[src/rtl/ccff_pkg.sv]
// Shared types and constants for the configuration-chain loader and its serializer.
package ccff_pkg;

  typedef enum logic [1:0] {
    ST_IDLE  = 2'd0,
    ST_FETCH = 2'd1,
    ST_SHIFT = 2'd2,
    ST_DONE  = 2'd3
  } ccff_state_e;

  // Config flip-flop count per switch-block type: 4x3 + 2x3 + 2x2 + 7x2
  localparam int unsigned SB_1__3_CHAIN_LEN = 36;

  localparam int unsigned CCFF_WORD_W = 8;
  localparam int unsigned CCFF_ERR_W  = 16;

  // Bitstream length in words for a chain; the last word may be partial.
  function automatic int unsigned ccff_num_words(input int unsigned chain_len,
                                                 input int unsigned word_w);
    return (chain_len + word_w - 1) / word_w;
  endfunction

endpackage

[src/rtl/ccff_chain_loader_if.sv]
// Bitstream stream, pass control and chain serial signals of the loader.
interface ccff_chain_loader_if
  import ccff_pkg::*;
#(
  parameter int unsigned WORD_W = CCFF_WORD_W,
  parameter int unsigned ERR_W  = CCFF_ERR_W
);

  logic              start;
  logic              verify;
  logic [WORD_W-1:0] s_data;
  logic              s_valid;
  logic              s_ready;
  logic              ccff_head;
  logic              chain_clk_en;
  logic              ccff_tail;
  logic              busy;
  logic              done;
  logic [ERR_W-1:0]  err_cnt;

  // Programming host plus the chain it drives
  modport master (
    output start, verify, s_data, s_valid, ccff_tail,
    input  s_ready, ccff_head, chain_clk_en, busy, done, err_cnt
  );

  // Loader side
  modport slave (
    input  start, verify, s_data, s_valid, ccff_tail,
    output s_ready, ccff_head, chain_clk_en, busy, done, err_cnt
  );

endinterface

[src/rtl/ccff_word_serializer.sv]
// Shifts one bitstream word out LSB first, stopping after a programmable bit count.
module ccff_word_serializer #(
  parameter int unsigned WORD_W = 8,
  parameter int unsigned CNT_W  = $clog2(WORD_W + 1)
) (
  input  logic              clk,
  input  logic              rst,
  input  logic              load,
  input  logic [WORD_W-1:0] data,
  input  logic [CNT_W-1:0]  nbits,
  input  logic              shift,
  output logic              head_bit,
  output logic              last_bit
);

  logic [WORD_W-1:0] sreg;
  logic [CNT_W-1:0]  rem;

  // head_bit holds the bit on the wire; sreg holds the bits still to come
  always_ff @(posedge clk or posedge rst) begin
    if (rst) begin
      sreg     <= '0;
      rem      <= '0;
      head_bit <= 1'b0;
    end else if (load) begin
      sreg     <= data >> 1;
      rem      <= nbits;
      head_bit <= data[0];
    end else if (shift) begin
      sreg     <= sreg >> 1;
      rem      <= rem - CNT_W'(1);
      head_bit <= last_bit ? 1'b0 : sreg[0];
    end
  end

  assign last_bit = (rem == CNT_W'(1));

endmodule

[src/rtl/ccff_chain_loader.sv]
// Source end of a ccff_head -> ccff_tail configuration chain: serialises a
// bitstream into the chain and optionally compares the tail on a re-shift.
module ccff_chain_loader
  import ccff_pkg::*;
#(
  parameter int unsigned CHAIN_LEN = SB_1__3_CHAIN_LEN,
  parameter int unsigned WORD_W    = CCFF_WORD_W,
  parameter int unsigned ERR_W     = CCFF_ERR_W
) (
  input logic                prog_clk,
  input logic                pReset,
  ccff_chain_loader_if.slave bus
);

  localparam int unsigned IDX_W = $clog2(CHAIN_LEN + 1);
  localparam int unsigned CNT_W = $clog2(WORD_W + 1);

  localparam logic [1:0] IDLE  = ST_IDLE;
  localparam logic [1:0] FETCH = ST_FETCH;
  localparam logic [1:0] SHIFT = ST_SHIFT;
  localparam logic [1:0] DONE  = ST_DONE;

  logic [1:0]       state;
  logic [1:0]       state_nxt;
  logic [IDX_W-1:0] bit_idx;
  logic             verify_q;
  logic             load;
  logic             shift;
  logic             last_bit;
  logic             chain_end;
  logic [31:0]      bits_left;
  logic [CNT_W-1:0] word_bits;

  // Bits this word contributes; the tail of a partial last word is dropped
  assign bits_left = 32'(CHAIN_LEN) - 32'(bit_idx);
  assign word_bits = (bits_left >= 32'(WORD_W)) ? CNT_W'(WORD_W) : CNT_W'(bits_left);
  assign chain_end = (32'(bit_idx) + 32'd1 == 32'(CHAIN_LEN));

  always_ff @(posedge prog_clk or posedge pReset) begin
    if (pReset) state <= IDLE;
    else        state <= state_nxt;
  end

  always_comb begin
    state_nxt = state;
    load      = 1'b0;
    shift     = 1'b0;
    case (state)
      IDLE:  if (bus.start) state_nxt = FETCH;
      FETCH: begin
        if (bus.s_valid && bus.s_ready) begin
          load      = 1'b1;
          state_nxt = SHIFT;
        end
      end
      SHIFT: begin
        shift = 1'b1;
        if (last_bit) state_nxt = chain_end ? DONE : FETCH;
      end
      DONE:    state_nxt = IDLE;
      default: state_nxt = IDLE;
    endcase
  end

  // Outputs registered from the next state so they line up with the state
  always_ff @(posedge prog_clk or posedge pReset) begin
    if (pReset) begin
      bus.s_ready      <= 1'b0;
      bus.chain_clk_en <= 1'b0;
      bus.busy         <= 1'b0;
      bus.done         <= 1'b0;
    end else begin
      bus.s_ready      <= (state_nxt == FETCH);
      bus.chain_clk_en <= (state_nxt == SHIFT);
      bus.busy         <= (state_nxt != IDLE);
      bus.done         <= (state_nxt == DONE);
    end
  end

  // Pass bookkeeping; the tail sampled on a shifting edge pairs with the head bit
  always_ff @(posedge prog_clk or posedge pReset) begin
    if (pReset) begin
      verify_q    <= 1'b0;
      bit_idx     <= '0;
      bus.err_cnt <= '0;
    end else if (state == IDLE && bus.start) begin
      verify_q    <= bus.verify;
      bit_idx     <= '0;
      bus.err_cnt <= '0;
    end else if (shift) begin
      bit_idx <= bit_idx + IDX_W'(1);
      if (verify_q && (bus.ccff_tail != bus.ccff_head) && (bus.err_cnt != '1))
        bus.err_cnt <= bus.err_cnt + ERR_W'(1);
    end
  end

  ccff_word_serializer #(
    .WORD_W (WORD_W),
    .CNT_W  (CNT_W)
  ) u_ser (
    .clk      (prog_clk),
    .rst      (pReset),
    .load     (load),
    .data     (bus.s_data),
    .nbits    (word_bits),
    .shift    (shift),
    .head_bit (bus.ccff_head),
    .last_bit (last_bit)
  );

endmodule

[src/flat_wrapper.sv]
// flat-port wrapper written by rule: the top's interface ports become plain ports
module ccff_chain_loader_flat import ccff_pkg::*;
#(
  parameter int unsigned CHAIN_LEN = SB_1__3_CHAIN_LEN,
  parameter int unsigned WORD_W    = CCFF_WORD_W,
  parameter int unsigned ERR_W     = CCFF_ERR_W
)
  (prog_clk, pReset, bus_start, bus_verify, bus_s_data, bus_s_valid, bus_ccff_tail, bus_s_ready, bus_ccff_head, bus_chain_clk_en, bus_busy, bus_done, bus_err_cnt);
  ccff_chain_loader_if #(.WORD_W(WORD_W), .ERR_W(ERR_W)) bus_i ();
  input logic prog_clk;
  input logic pReset;
  input wire logic [$bits(bus_i.start)-1:0] bus_start;
  input wire logic [$bits(bus_i.verify)-1:0] bus_verify;
  input wire logic [$bits(bus_i.s_data)-1:0] bus_s_data;
  input wire logic [$bits(bus_i.s_valid)-1:0] bus_s_valid;
  input wire logic [$bits(bus_i.ccff_tail)-1:0] bus_ccff_tail;
  output wire logic [$bits(bus_i.s_ready)-1:0] bus_s_ready;
  output wire logic [$bits(bus_i.ccff_head)-1:0] bus_ccff_head;
  output wire logic [$bits(bus_i.chain_clk_en)-1:0] bus_chain_clk_en;
  output wire logic [$bits(bus_i.busy)-1:0] bus_busy;
  output wire logic [$bits(bus_i.done)-1:0] bus_done;
  output wire logic [$bits(bus_i.err_cnt)-1:0] bus_err_cnt;
  assign bus_i.start = bus_start;
  assign bus_i.verify = bus_verify;
  assign bus_i.s_data = bus_s_data;
  assign bus_i.s_valid = bus_s_valid;
  assign bus_i.ccff_tail = bus_ccff_tail;
  assign bus_s_ready = bus_i.s_ready;
  assign bus_ccff_head = bus_i.ccff_head;
  assign bus_chain_clk_en = bus_i.chain_clk_en;
  assign bus_busy = bus_i.busy;
  assign bus_done = bus_i.done;
  assign bus_err_cnt = bus_i.err_cnt;
  ccff_chain_loader #(.CHAIN_LEN(CHAIN_LEN), .WORD_W(WORD_W), .ERR_W(ERR_W)) u_core (.prog_clk(prog_clk), .pReset(pReset), .bus(bus_i));
endmodule
[config.mk]
export PLATFORM = sky130hd
export DESIGN_NAME = ccff_chain_loader_flat
export DESIGN_NICKNAME = d
export VERILOG_FILES = /design/src/rtl/ccff_pkg.sv /design/src/rtl/ccff_chain_loader_if.sv /design/src/rtl/ccff_word_serializer.sv /design/src/rtl/ccff_chain_loader.sv /design/src/flat_wrapper.sv
export SDC_FILE = /design/constraint.sdc
export NUM_CORES = 1
export LEC_CHECK = 0
export BUFFER_PORTS_ARGS = -buffer_cell sky130_fd_sc_hd__buf_2
export CAP_MARGIN = 25
export CORE_UTILIZATION = 56
export DETAILED_ROUTE_END_ITERATION = 8
export GPL_TIMING_DRIVEN = 0
export PLACE_DENSITY_LB_ADDON = 0.05
export SLEW_MARGIN = 20
export SYNTH_ARGS = -nofsm -noshare
export SYNTH_HDL_FRONTEND = slang
export SYNTH_SLANG_ARGS = --single-unit
[constraint.sdc]
create_clock -name prog_clk -period 2.7 [get_ports prog_clk]
set_input_delay 0.27 -clock prog_clk [delete_from_list [all_inputs] [get_ports prog_clk]]
set_output_delay 0.27 -clock prog_clk [all_outputs]
set_load 0.02 [all_outputs]
==> run summary, run 1 <==
Final Max Slew Viols: 0
Setup violations, final: 0
Post-synth top cells: dfrtp_1 (41), nand2_1 (38), nor2_1 (15)
Vias/cell: 5.88
Final TNS setup: 0 ns
Avg Cell Area, Syn: 9.41 um2
GPL Wtd Cong: 0.839
GRT Total Usage: 24.6%
layout cells sized above 1: 19.0%
critical-path maximum fanout: 10
GRT overflow: 0
clk root buf: clkbuf_8
share of synthesized registers carrying an async set or reset: 100%
unrepaired setup endpoints after global routing: false
Buf+Inv Stages, Crit Path: 2
starting density of the core: 60.7%
DP Worst Slack: 0.595 ns
startpoint types: flip-flop
Synth top area share: 44.5%
Antenna Nets Post-Route: 0
outcome: finished clean
CTS tree: done
clk sinks: 41
Overall Power: 2.01 mW
Iter 0 DRT Violations: 169
number of global-route vias before repair: 1835
# DRC: 0
most frequent cell after synthesis: dfrtp_1
Max Freq: 471 MHz
synthesis-to-layout area growth: 15.1%
max-cap violation count: 0
Pwr Density: 759 nW/um2
Crit-path slowest cell: dfrtp_1
minimum clock period: 2.12 ns
clk_skew: 0.00597 ns
1st-pass router iterations: 4
Die H: 66.2 um
Post-CTS Resized: 0
top_reg_cell synth: dfrtp_1
Worst-Margin Slew: 0.628 ns
Synth Register Bits: 41
Worst path max stage delay: 0.41 ns
core area: 3800 um2
Leakage Power: 1.19 nW
first-pass GRT wire length: 8180 um
I/O pin count: 35
critical path required time: 2.90 ns
die width: 66.2 um
Port-buffer cells: 34
EDFF count, synth: 0
sequential area share after synthesis: 44.5%
DP Area: 2560 um2
Hold Fails Final Rpt: 0
period utilisation layout: 78.7%
synthesized area: 2310 um2
cell class contributing the biggest share of worst-path delay: compound AO/OA/AOI/OAI gates
Longest Clk Path Bufs: 2
ant diodes: 0
initial antenna violation count: 0
synth unique cells: 51
vias after detailed routing: 1980
Core Rows: 22
maximum VDD drop: 533 uV
Worst Path Arrival: 2.32 ns
Crit Path Category: reg2reg
area leader, netlist: dfrtp_1
CTS clk-pin slew, worst paths: 0.08 ns
CTS Buf Count: 5
hold crit path type: in2reg
slew margin rel.: 57.8%
Final HPWL DP: 3520 um
die area: 4380 um2
Critical Path End Type: flip-flop
nets: 309
Post-Synthesis Cells: 245
Clock Latency Late Sink: 0.29 ns
routed length per instance: 14.3 um
H-tree lvl count: 2
Critical Path, Cell by Cell: buf_6 > inv_1 > ha_1 > or3b_4 > a2111oi_4 > o21ai_1 > a221oi_2
utilization after layout: 69.9%
total number of yosys warnings: 0
synth top area cells: dfrtp_1 (44%), nand2_1 (6.2%), ha_1 (3.8%)
post-layout instance area: 2650 um2
final worst slack: 0.576 ns
largest net degree at the start of global routing: 23
final WL: 4820 um
syn_nets: 266
-- path summary, 6_finish.rpt --
kind / start / end / slack (ns) / cells after the start
worst max-delay path: u_core.bit_idx[0] / u_core.u_ser.rem[1] / 0.58 / 7
worst min-delay path: bus_s_data[7] / u_core.u_ser.sreg[6] / 0.17 / 3
worst max register to register: u_core.bit_idx[0] / u_core.u_ser.rem[1] / 0.58 / 7
worst min register to register: u_core.verify_q / u_core.verify_q / 0.47 / 2
max in group asynchronous: pReset / u_core.bus.err_cnt[6] / 1.71 / 4
min in group asynchronous: pReset / u_core.u_ser.head_bit / 0.53 / 3
-- per-layer routing --
layer	vias to the layer above	wire, um	track usage (%)
li1	985	-	-
met1	929	2380	35.5
met2	57	2130	38.0
met3	9	245	4.14
met4	0	61	6.65
met5	-	0	0
-- area by class of cell --
type | count | area (um2)
multi-input combinational | 182 | 1180
inverter | 7 | 26.3
fill | 314 | 1140
tap | 48 | 60.1
clock buffer | 8 | 80.1
timing repair buffer | 36 | 208
sequential | 41 | 1030
buffer | 15 | 77.6
-- layout by cell type, fill, tap and decap left out, drive strengths merged, types with 2 or more instances in the layout --
master	count
o31ai	6
nor2b	2
or4	4
a21oi	10
nor3	8
and4	3
nor2	15
nand2	39
ha	7
and3b	2
nand4	8
nor4	2
xor2	3
o41ai	3
dfrtp	41
o311ai	2
mux2i	5
nor3b	4
buf	41
a22oi	7
clkbuf	17
a31oi	4
o21ai	14
or3	5
nand3	9
inv	7
and3	2
nand2b	3
-- metrics by stage --
stage	instances	hold WS [ns]
finish	337	0.166
global placement	327	0.453
detailed placement	328	0.306
global route	337	0.200
floorplan	245	0.375
CTS	337	0.165
-- kinds of logic (layout without fill, tap and decap cells) --
family	count (synthesis)	after routing	share of synthesized area, %
AND/OR/NAND/NOR	109	109	25.3
AO/OA/AOI/OAI	58	58	18.3
flip-flops	41	41	44.5
buffers and inverters	22	66	4.50
adder cells (fa/ha/maj)	7	7	3.80
multiplexers	5	5	2.17
XOR/XNOR	3	3	1.47
-- report_power, final --
group	leakage [nW]	switching [mW]	internal [mW]	total [mW]
combinational	0.612	0.447	0.303	0.749
sequential	0.541	0.118	0.761	0.879
clock	0.0395	0.201	0.184	0.385
total	1.19	0.766	1.25	2.01
-- flip-flops by register name, indices dropped and copies added, names as in the netlist, 2 cells and up --
name / flops
u_core.u_ser.sreg: 7
u_core.state: 2
u_core.bus.err_cnt: 16
u_core.bit_idx: 6
u_core.u_ser.rem: 4
-- repair_timing --
action	in CTS	in global routing
endpoints found under the hold margin	19	0
endpoints found under the setup margin	0	0
hold buffers	1	0
setup buffers	0	0
-- worst min-delay path: cells and delay by family --
kind	cells	cell delay, ns
buf+inv	1	0.07
simple gates	2	0.09
Note: power is estimated with default switching activity, not from simulation.
==> inputs of run 2 (changes only) <==
- clock period: 2.7 -> 2.2 ns (I/O delays scaled with it)
==> run 2 against run 1 <==
  * Wire length shrank 0.35%
  * Sequential power increased by 23%
  * Clock skew about the same
  * Critical path depth did not move
  * Power increased by 23%
  * Non-clock buffer count rose by 1
  * Global-route usage stayed put
  * Register-to-register slack lost 0.44 ns
  * Worst hold slack lost 0.050 ns
  * Combinational power grew 23%
  * Worst setup slack worse by 0.44 ns
  * Final cell count grew 0.30%
==> run summary, run 2 (same netlist as run 1, synthesis figures left out) <==
hold crit path type: in2reg
Worst Path Arrival: 2.26 ns
DP Worst Slack: 0.0953 ns
Max Freq: 484 MHz
Critical Path, Cell by Cell: buf_6 > inv_1 > ha_1 > or3b_4 > a2111oi_4 > o21ai_1 > a221oi_2
Worst path max stage delay: 0.41 ns
vias after detailed routing: 1962
critical path required time: 2.40 ns
core area: 3800 um2
Die H: 66.2 um
initial antenna violation count: 0
biggest regs: u_core.bus.err_cnt x16, u_core.u_ser.sreg x7, u_core.bit_idx x6
Worst-Margin Slew: 0.628 ns
I/O pin count: 35
die width: 66.2 um
utilization after layout: 70.1%
number of global-route vias before repair: 1835
clk root buf: clkbuf_8
final worst slack: 0.133 ns
post-layout instance area: 2660 um2
commonest non-fill, non-tap cell in the layout: dfrtp_1
die area: 4380 um2
Critical Path End Type: flip-flop
CTS clk-pin slew, worst paths: 0.08 ns
starting density of the core: 60.7%
clk_skew: 0.00606 ns
final WL: 4800 um
Setup violations, final: 0
GRT Total Usage: 24.6%
Leakage Power: 1.20 nW
Hold Fails Final Rpt: 0
routed length per instance: 14.2 um
Worst Setup SP: u_core.bit_idx[0]
nets: 310
Final HPWL DP: 3520 um
placed cells: 328
max FFs per register: 16
Clock Latency Late Sink: 0.29 ns
Crit Path Category: reg2reg
first-pass GRT wire length: 8180 um
layout cells sized above 1: 19.7%
Core Rows: 22
largest net degree at the start of global routing: 23
Antenna Nets Post-Route: 0
cell class contributing the biggest share of worst-path delay: compound AO/OA/AOI/OAI gates
outcome: finished clean
Overall Power: 2.47 mW
Worst Hold Launch: bus_s_data[7]
CTS tree: done
Port-buffer cells: 34
DP Area: 2560 um2
1st-pass router iterations: 4
Longest Clk Path Bufs: 2
slew margin rel.: 57.8%
Crit-path slowest cell: dfrtp_1
GPL Wtd Cong: 0.839
GRT overflow: 0
largest register by flop count: u_core.bus.err_cnt
startpoint types: flip-flop
# DRC: 0
synthesis-to-layout area growth: 15.5%
final cell count without fillers: 338
minimum clock period: 2.07 ns
Final Max Slew Viols: 0
maximum VDD drop: 654 uV
H-tree lvl count: 2
WHS: 0.116 ns
Vias/cell: 5.80
RR Startpoint: u_core.bit_idx[0]
clk sinks: 41
CTS Buf Count: 5
Buf+Inv Stages, Crit Path: 2
ant diodes: 0
most frequent cells in the layout: dfrtp_1 (40), nand2_1 (38), buf_2 (36), nor2_1 (15), clkbuf_1 (12)
period utilisation layout: 94.0%
Pwr Density: 928 nW/um2
Final TNS setup: 0 ns
Iter 0 DRT Violations: 141
critical-path maximum fanout: 10
max-cap violation count: 0
## run 2: final timing paths
path / cells after the start / to / slack, ns
worst max-delay path: 7 / u_core.u_ser.rem[1] / 0.13
worst min-delay path: 3 / u_core.u_ser.sreg[6] / 0.12
worst max register to register: 7 / u_core.u_ser.rem[1] / 0.13
worst min register to register: 2 / u_core.verify_q / 0.47
max in group asynchronous: 4 / u_core.bus.err_cnt[6] / 1.26
min in group asynchronous: 3 / u_core.u_ser.head_bit / 0.48
## run 2: layer usage
metal	GRT usage, %	routed length, um
met4	6.65	61
met3	4.14	229
met2	38.0	2130
met1	35.5	2380
met5	0	0
## run 2: where the power goes
| group | total, mW | internal, mW | switching [mW] |
|---|---|---|---|
| registers | 1.08 | 0.936 | 0.146 |
| logic | 0.919 | 0.374 | 0.546 |
| clock network | 0.471 | 0.226 | 0.246 |
| total | 2.47 | 1.53 | 0.937 |
## run 2: tightest hold or removal path, cell delays in order
cell and delay (ns):
buf_2 0.07, nand2_1 0.04, nand2_1 0.05
## run 2: cell type report
cell class / count / area (um2)
Multi-Input combinational cell: 182 / 1180
Fill cell: 311 / 1140
Sequential cell: 41 / 1030
Timing Repair Buffer: 37 / 215
Clock buffer: 8 / 80.1
Buffer: 15 / 77.6
Tap cell: 48 / 60.1
Inverter: 7 / 26.3
## run 2: repair_timing
item	4_1_cts	5_1_grt
hold buffers	1	0
endpoints found under the hold margin	19	0
endpoints found under the setup margin	0	2
buffers inserted	0	1
resized for setup	0	1
